**config.mk**
```make
export PLATFORM = sky130hd
export DESIGN_NAME = apb3_dm_regs
export DESIGN_NICKNAME = d
export VERILOG_FILES = /design/src/rtl/apb3_dm_pkg.sv /design/src/rtl/dm_sync_fifo.sv /design/src/rtl/apb3_dm_regs.sv
export SDC_FILE = /design/constraint.sdc
export NUM_CORES = 1
export LEC_CHECK = 0
export ABC_CLOCK_PERIOD_IN_PS = 5100
export CORE_ASPECT_RATIO = 0.5
export CORE_MARGIN = 2
export CORE_UTILIZATION = 30
export CTS_CLUSTER_SIZE = 40
export DETAILED_ROUTE_END_ITERATION = 10
export HOLD_SLACK_MARGIN = 0.06
export PLACE_DENSITY_LB_ADDON = 0.25
export SYNTH_ARGS = -nofsm -noshare
export SYNTH_HDL_FRONTEND = slang
export SYNTH_HIERARCHICAL = 1
export SYNTH_SLANG_ARGS = --single-unit
```
**constraint.sdc**
```tcl
create_clock -name PCLK -period 5.1 [get_ports PCLK]
set_clock_uncertainty 0.15 [all_clocks]
set_input_delay 0.765 -clock PCLK [delete_from_list [all_inputs] [get_ports PCLK]]
set_output_delay 0.765 -clock PCLK [all_outputs]
set_load 0.01 [all_outputs]
```
**src/rtl/apb3_dm_pkg.sv**
```systemverilog
// Shared definitions for the APB3 debug-module register block: offsets, FSM encoding,
// CTRL bit positions, default ID and the STATUS composition helper.
package apb3_dm_pkg;

  localparam logic [7:0] OFF_CTRL       = 8'h00;
  localparam logic [7:0] OFF_STATUS     = 8'h04;
  localparam logic [7:0] OFF_SCRATCH    = 8'h08;
  localparam logic [7:0] OFF_FIFO_DATA  = 8'h0C;
  localparam logic [7:0] OFF_FIFO_LEVEL = 8'h10;
  localparam logic [7:0] OFF_ID         = 8'h14;

  localparam int CTRL_FLUSH_BIT   = 0;
  localparam int CTRL_OVF_CLR_BIT = 1;

  localparam logic [31:0] DM_ID_DEFAULT = 32'h444D_0102;

  typedef enum logic [1:0] {
    ST_IDLE   = 2'b00,
    ST_ACCESS = 2'b01,
    ST_STALL  = 2'b10
  } dm_state_e;

  function automatic logic [31:0] compose_status(input logic [15:0] live, input logic ovf,
                                                 input logic full, input logic empty);
    return {live, 13'h0, ovf, full, empty};
  endfunction

endpackage

```
**src/rtl/dm_sync_fifo.sv**
```systemverilog
// Synchronous command FIFO with wrapping pointers and a separate occupancy counter.
// Flush empties it in one cycle and wins over a same-cycle push or pop.
module dm_sync_fifo #(
  parameter int DEPTH = 8,
  parameter int WIDTH = 32
) (
  input  logic                     clk,
  input  logic                     rst_n,
  input  logic                     push,
  input  logic                     pop,
  input  logic                     flush,
  input  logic [WIDTH-1:0]         din,
  output logic [WIDTH-1:0]         dout,
  output logic                     full,
  output logic                     empty,
  output logic [$clog2(DEPTH):0]   level
);
  localparam int AW = $clog2(DEPTH);
  localparam logic [AW:0] FULL_COUNT = (AW + 1)'(DEPTH);

  logic [WIDTH-1:0] mem [DEPTH];
  logic [AW-1:0]    wr_ptr;
  logic [AW-1:0]    rd_ptr;
  logic [AW:0]      count;
  logic             do_push;
  logic             do_pop;

  assign empty   = (count == '0);
  assign full    = (count == FULL_COUNT);
  assign do_pop  = pop && !empty && !flush;
  // A full FIFO still accepts a push when the head leaves in the same cycle.
  assign do_push = push && !flush && (!full || do_pop);
  assign dout    = mem[rd_ptr];
  assign level   = count;

  // Storage array: written only on an accepted push.
  always_ff @(posedge clk) begin
    if (do_push) begin
      mem[wr_ptr] <= din;
    end
  end

  // Pointer and occupancy bookkeeping.
  always_ff @(posedge clk or negedge rst_n) begin
    if (!rst_n) begin
      wr_ptr <= '0;
      rd_ptr <= '0;
      count  <= '0;
    end else if (flush) begin
      wr_ptr <= '0;
      rd_ptr <= '0;
      count  <= '0;
    end else begin
      if (do_push) wr_ptr <= wr_ptr + AW'(1);
      if (do_pop)  rd_ptr <= rd_ptr + AW'(1);
      case ({do_push, do_pop})
        2'b10:   count <= count + (AW + 1)'(1);
        2'b01:   count <= count - (AW + 1)'(1);
        default: count <= count;
      endcase
    end
  end

endmodule

```
**src/rtl/apb3_dm_regs.sv**
```systemverilog
// APB3 register block with CTRL/STATUS/SCRATCH/ID and a command FIFO push port.
// Define DM_FIFO_STALL_EN to wait-state full-FIFO pushes instead of dropping them.
module apb3_dm_regs
  import apb3_dm_pkg::*;
#(
  parameter int          FIFO_DEPTH = 8,
  parameter logic [31:0] ID_VALUE   = DM_ID_DEFAULT
) (
  input  logic        PCLK,
  input  logic        PRESETN,
  input  logic        PSEL,
  input  logic        PENABLE,
  input  logic        PWRITE,
  input  logic [7:0]  PADDR,
  input  logic [31:0] PWDATA,
  output logic [31:0] PRDATA,
  output logic        PREADY,
  output logic        PSLVERR,
  input  logic [15:0] status_in,
  output logic [31:0] ctrl_out,
  output logic [31:0] fifo_dout,
  output logic        fifo_valid,
  input  logic        fifo_ready
);
  localparam int LW = $clog2(FIFO_DEPTH) + 1;

  dm_state_e        state;
  dm_state_e        state_nxt;
  logic [31:0]      ctrl_r;
  logic [31:0]      scratch_r;
  logic             ovf_r;
  logic [7:0]       addr_off;
  logic             unused_addr_bits;
  logic             mapped;
  logic             is_ro;
  logic             is_wo;
  logic [31:0]      rdata_sel;
  logic             in_xfer;
  logic             fifo_wr;
  logic             pop;
  logic             blocked;
  logic             drop;
  logic             err;
  logic             complete;
  logic             wr_ok;
  logic             ctrl_wr;
  logic             push;
  logic             flush;
  logic             fifo_full;
  logic             fifo_empty;
  logic [LW-1:0]    fifo_level;

  assign addr_off         = {PADDR[7:2], 2'b00};
  assign unused_addr_bits = ^PADDR[1:0];

  // Register decode and read-data selection.
  always_comb begin
    mapped    = 1'b1;
    is_ro     = 1'b0;
    is_wo     = 1'b0;
    rdata_sel = 32'h0;
    case (addr_off)
      OFF_CTRL:       rdata_sel = {ctrl_r[31:2], 2'b00};
      OFF_STATUS: begin
        is_ro     = 1'b1;
        rdata_sel = compose_status(status_in, ovf_r, fifo_full, fifo_empty);
      end
      OFF_SCRATCH:    rdata_sel = scratch_r;
      OFF_FIFO_DATA:  is_wo = 1'b1;
      OFF_FIFO_LEVEL: begin
        is_ro     = 1'b1;
        rdata_sel = 32'(fifo_level);
      end
      OFF_ID: begin
        is_ro     = 1'b1;
        rdata_sel = ID_VALUE;
      end
      default:        mapped = 1'b0;
    endcase
  end

  assign pop     = fifo_valid && fifo_ready;
  assign in_xfer = PSEL && PENABLE && (state != ST_IDLE);
  assign fifo_wr = PWRITE && (addr_off == OFF_FIFO_DATA);
  assign blocked = fifo_wr && fifo_full && !pop;

  // Completion response; decided in the access cycle itself so a same-cycle pop can make room.
  always_comb begin
    PREADY = 1'b1;
    drop   = 1'b0;
`ifdef DM_FIFO_STALL_EN
    if (in_xfer && blocked) begin
      PREADY = 1'b0;
    end else begin
      PREADY = 1'b1;
    end
`else
    drop = blocked;
`endif
    err = !mapped || (PWRITE && is_ro) || (!PWRITE && is_wo) || drop;
  end

  assign complete = in_xfer && PREADY;
  assign PSLVERR  = complete && err;
  assign PRDATA   = (complete && !PWRITE && !err) ? rdata_sel : 32'h0;
  assign wr_ok    = complete && PWRITE && !err;
  assign ctrl_wr  = wr_ok && (addr_off == OFF_CTRL);
  assign push     = wr_ok && fifo_wr;
  assign flush    = ctrl_wr && PWDATA[CTRL_FLUSH_BIT];

  // FSM state register.
  always_ff @(posedge PCLK or negedge PRESETN) begin
    if (!PRESETN) begin
      state <= ST_IDLE;
    end else begin
      state <= state_nxt;
    end
  end

  // FSM next-state; a dropped PSEL mid-transfer falls back to IDLE.
  always_comb begin
    state_nxt = state;
    case (state)
      ST_IDLE: begin
        if (PSEL && !PENABLE) state_nxt = ST_ACCESS;
        else                  state_nxt = ST_IDLE;
      end
      ST_ACCESS: begin
`ifdef DM_FIFO_STALL_EN
        if (in_xfer && !PREADY) state_nxt = ST_STALL;
        else                    state_nxt = ST_IDLE;
`else
        state_nxt = ST_IDLE;
`endif
      end
`ifdef DM_FIFO_STALL_EN
      ST_STALL: begin
        if (in_xfer && !PREADY) state_nxt = ST_STALL;
        else                    state_nxt = ST_IDLE;
      end
`endif
      default: state_nxt = ST_IDLE;
    endcase
  end

  // Register file; CTRL pulse bits act on the write and clear one cycle later.
  always_ff @(posedge PCLK or negedge PRESETN) begin
    if (!PRESETN) begin
      ctrl_r    <= 32'h0;
      scratch_r <= 32'h0;
      ovf_r     <= 1'b0;
    end else begin
      if (ctrl_wr) ctrl_r <= PWDATA;
      else         ctrl_r <= {ctrl_r[31:2], 2'b00};
      if (wr_ok && (addr_off == OFF_SCRATCH)) scratch_r <= PWDATA;
      if (complete && drop)                          ovf_r <= 1'b1;
      else if (ctrl_wr && PWDATA[CTRL_OVF_CLR_BIT])  ovf_r <= 1'b0;
    end
  end

  assign ctrl_out   = ctrl_r;
  assign fifo_valid = !fifo_empty;

  dm_sync_fifo #(
    .DEPTH (FIFO_DEPTH),
    .WIDTH (32)
  ) u_fifo (
    .clk   (PCLK),
    .rst_n (PRESETN),
    .push  (push),
    .pop   (pop),
    .flush (flush),
    .din   (PWDATA),
    .dout  (fifo_dout),
    .full  (fifo_full),
    .empty (fifo_empty),
    .level (fifo_level)
  );

endmodule

```
Word-level counts from Yosys, hierarchy flattened
Memory sizes are Yosys's and may differ from the RTL's.
Cells that the tools add are included.
- add/sub/neg operators: 4
- equality and inequality tests: 8
- muxes and demuxes: 18
- reduce and logical (&&, ||, !) cells: 46
- operator list (cell ; number):
    32-bit one-hot mux with 5 select lines ; 1
    32-bit two-way mux ; 1
    1-bit logical AND ; 24
    6-bit by 2-bit == test with 1-bit output, second input constant ; 2
    6-bit by 3-bit == test with 1-bit output, second input constant ; 2
    3-bit two-way mux ; 4
    1-bit logical NOT ; 8
    8-bit logical NOT ; 1
    1-bit two-way mux ; 8
    4-bit one-hot mux with 2 select lines ; 1
    2-bit nonzero test ; 4
    3-bit by 1-bit adder with 3-bit output, second input constant ; 2
    6-bit by 1-bit == test with 1-bit output, second input constant ; 1
    6-bit OR reduction ; 1
    4-bit by 1-bit adder with 4-bit output, second input constant ; 1
    4-bit == test, second input constant ; 1
    4-bit logical NOT ; 1
    1-bit logical OR ; 4
    2-bit two-way mux ; 2
    4-bit two-way mux ; 1
    4-bit by 1-bit subtractor with 4-bit output, second input constant ; 1
    3-bit nonzero test ; 1
    3-bit OR reduction ; 1
    2-bit by 1-bit == test with 1-bit output, second input constant ; 1
    other kinds (2) ; 2
- register bits: 77
- bits in writable memories: 256
- logic and storage cells: 85
- memories kept: 1
- memory list (name ; depth ; width ; read ports ; clocked after memory_dff ; wr ports ; RTL line ; source):
    u_fifo.mem ; 8 ; 32 ; 1 ; 0 ; 1 ; dm_sync_fifo.sv:21 ; logic [WIDTH-1:0] mem [DEPTH];

Longest topological paths before layout
- depth after elaboration: 18
- mapped depth: 13

Cells and area by module
The synthesis kept the hierarchy.
- by module, submodules not included (module ; times used ; cells each ; area each (um2)):
    dm_sync_fifo ; 1 ; 454 ; 10487.6
    apb3_dm_regs ; 1 ; 297 ; 3484.6

Worst setup path after synthesis
Ideal clock, no wire load.
- path kind: input -> register
- start: input PADDR[2]
- end: memory u_fifo.mem[0][0], enable pin
- setup time: 513 ps
- arrival time: 5343 ps
- slack: -906 ps
- stages on the path: 8
- buffers on the path: 3
- cell sequence: clkbuf_1 -> nor2_1 -> and2_1 -> buf_1 -> and3_1 -> clkbuf_1 -> nor2_1 -> nor4b_1
- longest elaborated chain between the ends: 17
- RTL lines (element ; RTL line ; source):
    from (decl) ; apb3_dm_regs.sv:14 ; input logic [7:0] PADDR,
    6-bit by 2-bit == test with 1-bit output (tied with other cells) ; apb3_dm_regs.sv:62, apb3_dm_regs.sv:84 ;
    6-bit OR reduction (no line) or 3-bit OR reduction (tied branches) ; - ;
    1-bit two-way mux ; apb3_dm_regs.sv:62 ; case (addr_off)
    1-bit logical NOT or 1-bit logical AND (tied branches) ; apb3_dm_regs.sv:100 ; err = !mapped || (PWRITE && is_ro) || (!PWRITE && is_wo) || drop;
    1-bit logical OR (3 in series) ; apb3_dm_regs.sv:100 ;
    1-bit logical NOT ; apb3_dm_regs.sv:106 ; assign wr_ok = complete && PWRITE && !err;
    1-bit logical AND ; apb3_dm_regs.sv:106 ;
    1-bit logical AND * ; apb3_dm_regs.sv:107 ; assign ctrl_wr = wr_ok && (addr_off == OFF_CTRL);
    1-bit logical AND * ; apb3_dm_regs.sv:109 ; assign flush = ctrl_wr && PWDATA[CTRL_FLUSH_BIT];
    via flush ; apb3_dm_regs.sv:48 ; logic flush;
    1-bit logical NOT * ; dm_sync_fifo.sv:30, dm_sync_fifo.sv:32 ;
    1-bit logical AND ; dm_sync_fifo.sv:30 ; assign do_pop = pop && !empty && !flush;
    1-bit logical OR ; dm_sync_fifo.sv:32 ; assign do_push = push && !flush && (!full || do_pop);
    1-bit logical AND * ; dm_sync_fifo.sv:32 ;
    1-bit two-way mux * ; dm_sync_fifo.sv:38 ; if (do_push) begin
    1-bit two-way mux (implied by the code) * ; dm_sync_fifo.sv:39 ; mem[wr_ptr] <= din;
    to (decl) ; dm_sync_fifo.sv:21 ;
Mark *: on every way through the listed nets, which the timed path passes. The rest lies on a longest branch.

Worst setup path after layout
- start: input PADDR[2]
- end: output PRDATA[30]
- longest elaborated chain between the ends: 10
- RTL lines (element ; RTL line ; source):
    6-bit by 2-bit == test with 1-bit output (tied with other cells) ; apb3_dm_regs.sv:62, apb3_dm_regs.sv:84 ;
    6-bit OR reduction (no line) or 3-bit OR reduction (tied branches) ; - ;
    1-bit two-way mux ; apb3_dm_regs.sv:62 ;
    1-bit logical NOT or 1-bit logical AND (tied branches) ; apb3_dm_regs.sv:100 ;
    1-bit logical OR (3 in series) ; apb3_dm_regs.sv:100 ;
    1-bit logical NOT ; apb3_dm_regs.sv:105 ; assign PRDATA = (complete && !PWRITE && !err) ? rdata_sel : 32'h0;
    1-bit logical AND ; apb3_dm_regs.sv:105 ;
    32-bit two-way mux * ; apb3_dm_regs.sv:105 ;
    to (decl) ; apb3_dm_regs.sv:16 ; output logic [31:0] PRDATA,
Every way passes the cells marked *; elsewhere a longest branch is shown, timed or not.

==> impl_metrics.py <==
metrics = {
    "clocking": {
        "htreeDepth": 1,
        "cts_buffer_depth": 3,
        "post_cts_resized": 0,
        "post_cts_buffers": 0,
        "cts_root_buffer": "clkbuf_16",
        "cts_sinks": 332,
        "cts_inserted_buffers": 31,
        "clock_latency_ns": 0.57,
        "cts_tree": "built",
        "path_clk_slew_ns": 0.06,
        "ctsHoldBuffers": 1,
    },
    "pwr": {
        "p_sw_mw": 1.87,
        "ir_worst_vdd_uv": 277,
        "clkPwrFrac_pct": 30.8,
        "p_int_mw": 5.26,
        "power_density_nw_per_um2": 413,
        "p_sw_share_pct": 26.2,
        "power_frac_seq_pct": 44.7,
        "p_comb_share_pct": 24.5,
        "p_leak_nw": 6.02,
    },
    "routing": {
        "drt_iter0_markers": 502,
        "detail-route-antenna-nets": 0,
        "drc": 0,
        "dr.pass1.iters": 4,
        "routed_wl_um": 31900,
        "drt-wirelength-per-cell_um": 20.3,
        "viasPerCell": 4.73,
        "vias": 7456,
    },
    "synthesis": {
        "synth_cells": 751,
        "yosysSeqAreaShare_pct": 68.6,
        "synth_cell_types": 56,
        "synth_area_leaders": "edfxtp_1, dfrtp_1, mux4_2",
        "synth_edf_count": 256,
        "yosys_warnings": 6,
        "ys_ff_latch": 332,
        "synth_top_area_cell": "edfxtp_1",
        "synthFlopType": "edfxtp_1",
        "avgSynthCellArea_um2": 18.6,
        "syn_nets": 818,
        "synth_area_um2": 14000,
        "yosysTopAreaCellShare_pct": 55.0,
        "async_flop_share_pct": 22.9,
    },
    "place": {
        "dpl-instance-area_um2": 16300,
        "io_buffers": 157,
        "dp_hpwl_um": 20200,
        "gp_congestion": 0.833,
    },
    "global_routing": {
        "antenna_found_initial": 0,
        "grt_usage_pct": 13.3,
        "grt_pass1_vias": 7986,
        "grt_max_degree": 47,
        "grt_first_pass_wirelength_um": 48500,
        "overflow": 0,
    },
    "layout": {
        "final_common_cell": "edfxtp_1",
        "multiInputGateArea_um2": 4110,
        "area.growth.synth_to_final_pct": 23.6,
        "final_cell_mix": "edfxtp_1, clkdlybuf4s50_1, dfrtp_1, mux2_2, nor2_1",
        "postLayoutCellArea_um2": 17300,
        "diodes": 0,
        "drive_gt1_share_pct": 23.3,
        "fillers": 4175,
        "seq_area_um2": 9600,
        "fin_nets": 992,
    },
    "timing": {
        "maxSlewHeadroom_pct": 24.6,
        "slew_violations": 0,
        "setup_tns_ns": 0,
        "post-route-min-period_ns": 4.52,
        "worst_pin_slew_ns": 1.13,
        "rsz0062_at_grt": "false",
        "hold_viol_final": 0,
        "period_share_pct": 88.7,
        "setup_viol": 0,
        "timing.fmax_ghz": 0.221,
    },
    "die": {
        "core_area_um2": 45600,
        "die-area_um2": 48400,
        "die_w_um": 309,
        "io_pins": 161,
        "row_count": 55,
        "die_h_um": 157,
        "start_util_pct": 30.7,
    },
    "worst_setup_path": {
        "crit_type": "input port to output pin",
        "cp-end-kind": "output pin",
        "cp.required_ns": 4.18,
        "cp-start-kind": "input port",
        "cp.arrival_ns": 3.61,
        "critPathMaxFanout": 14,
    },
    "run": {
        "cap_violations": 0,
    },
    "worst_hold_path": {
        "hold_class": "flip-flop to flip-flop",
    },
    "run_status": {
        "status": "finished clean",
    },
}
final timing paths:
path                            startpoint               end  slack (ns)  cells past startpoint
max                               PADDR[2]        PRDATA[30]        0.58                      6
max reg2reg                u_fifo/level[1]   u_fifo/level[3]        1.40                     13
min reg2reg                       state[0]          state[0]        0.31                      1
max in group asynchronous          PRESETN  u_fifo/rd_ptr[0]        3.23                      3
min in group asynchronous          PRESETN     scratch_r[15]        0.61                      2
min                               state[0]          state[0]        0.31                      1
power groups by stage:
stage	registers [mW]	logic, mW	clock network, mW
detailed placement	3.25	1.80	0
floorplan	3.05	1.28	0
finish	3.19	1.75	2.20
CTS	3.19	1.81	2.27
global placement	3.25	1.79	0
global route	3.21	1.88	2.37
worst max-delay path, cell delays in order:
cell             delay (ns)
clkdlybuf4s50_1        0.78
inv_1                  0.20
nor2_1                 0.47
nand3_1                0.47
a21oi_1                0.33
clkdlybuf4s50_1        0.58
cell type report:
| type | count | area share [%] |
|---|---|---|
| flip-flops and latches | 332 | 55.5 |
| multi-input cells | 370 | 23.8 |
| repair buffers | 185 | 10.4 |
| clock buffers | 48 | 5.16 |
| well taps | 627 | 4.54 |
| clock inverters | 9 | 0.427 |
| inverters | 5 | 0.109 |
Yosys cell counts, drive strengths merged (3+ instances only):
cell type  count
edfxtp       256
mux2          96
dfrtp         76
mux4          64
nor2          52
buf           24
a21oi         22
clkbuf        19
mux2i         18
nand2         16
a22oi         12
o21ai         12
nor3          11
nand3b         8
inv            5
nand3          5
xor2           5
a211oi         4
ha             4
nand2b         4
or3            4
and2           3
and3           3
nor4b          3
per-stage QoR:
stage | utilization (%) | hold slack [ns] | total power [mW] | worst slack (ns) | std cells
6_report | 37.9 | 0.305 | 7.13 | 0.575 | 1576
5_1_grt | 37.9 | 0.322 | 7.46 | 0.393 | 1576
4_1_cts | 37.9 | 0.303 | 7.27 | 0.569 | 1576
3_5_place_dp | 35.8 | 0.295 | 5.05 | 0.575 | 1518
3_3_place_gp | 35.8 | 0.286 | 5.04 | 0.574 | 1518
2_1_floorplan | - | 0.271 | 4.32 | 0.244 | 751
kinds of logic after synthesis:
| group | count (synthesis) | synth area share [%] |
|---|---|---|
| flip-flops | 332 | 68.6 |
| multiplexers | 178 | 20.9 |
| AND/OR/NAND/NOR | 118 | 4.26 |
| AO/OA/AOI/OAI | 62 | 2.80 |
| buffers and inverters | 49 | 2.50 |
| XOR/XNOR | 6 | 0.376 |
| adder cells (fa/ha/maj) | 5 | 0.501 |
| other | 1 | 0.0268 |
metal layers:
| metal | vias up | track usage (%) | share of wire, % |
|---|---|---|---|
| li1 | 3351 | - | - |
| met4 | 0 | 2.91 | 1.9 |
| met1 | 3958 | 17.1 | 44 |
| met2 | 108 | 23.9 | 52 |
| met5 | - | 0 | 0 |
| met3 | 39 | 1.92 | 2.9 |
state kept, by name, indices dropped and copies added, names as in the netlist:
name           count
u_fifo/mem       256
ctrl_out          32
scratch_r         32
u_fifo/level       4
u_fifo/rd_ptr      3
u_fifo/wr_ptr      3
ovf_r              1
state              1
Note: power is estimated with default switching activity, not from simulation.
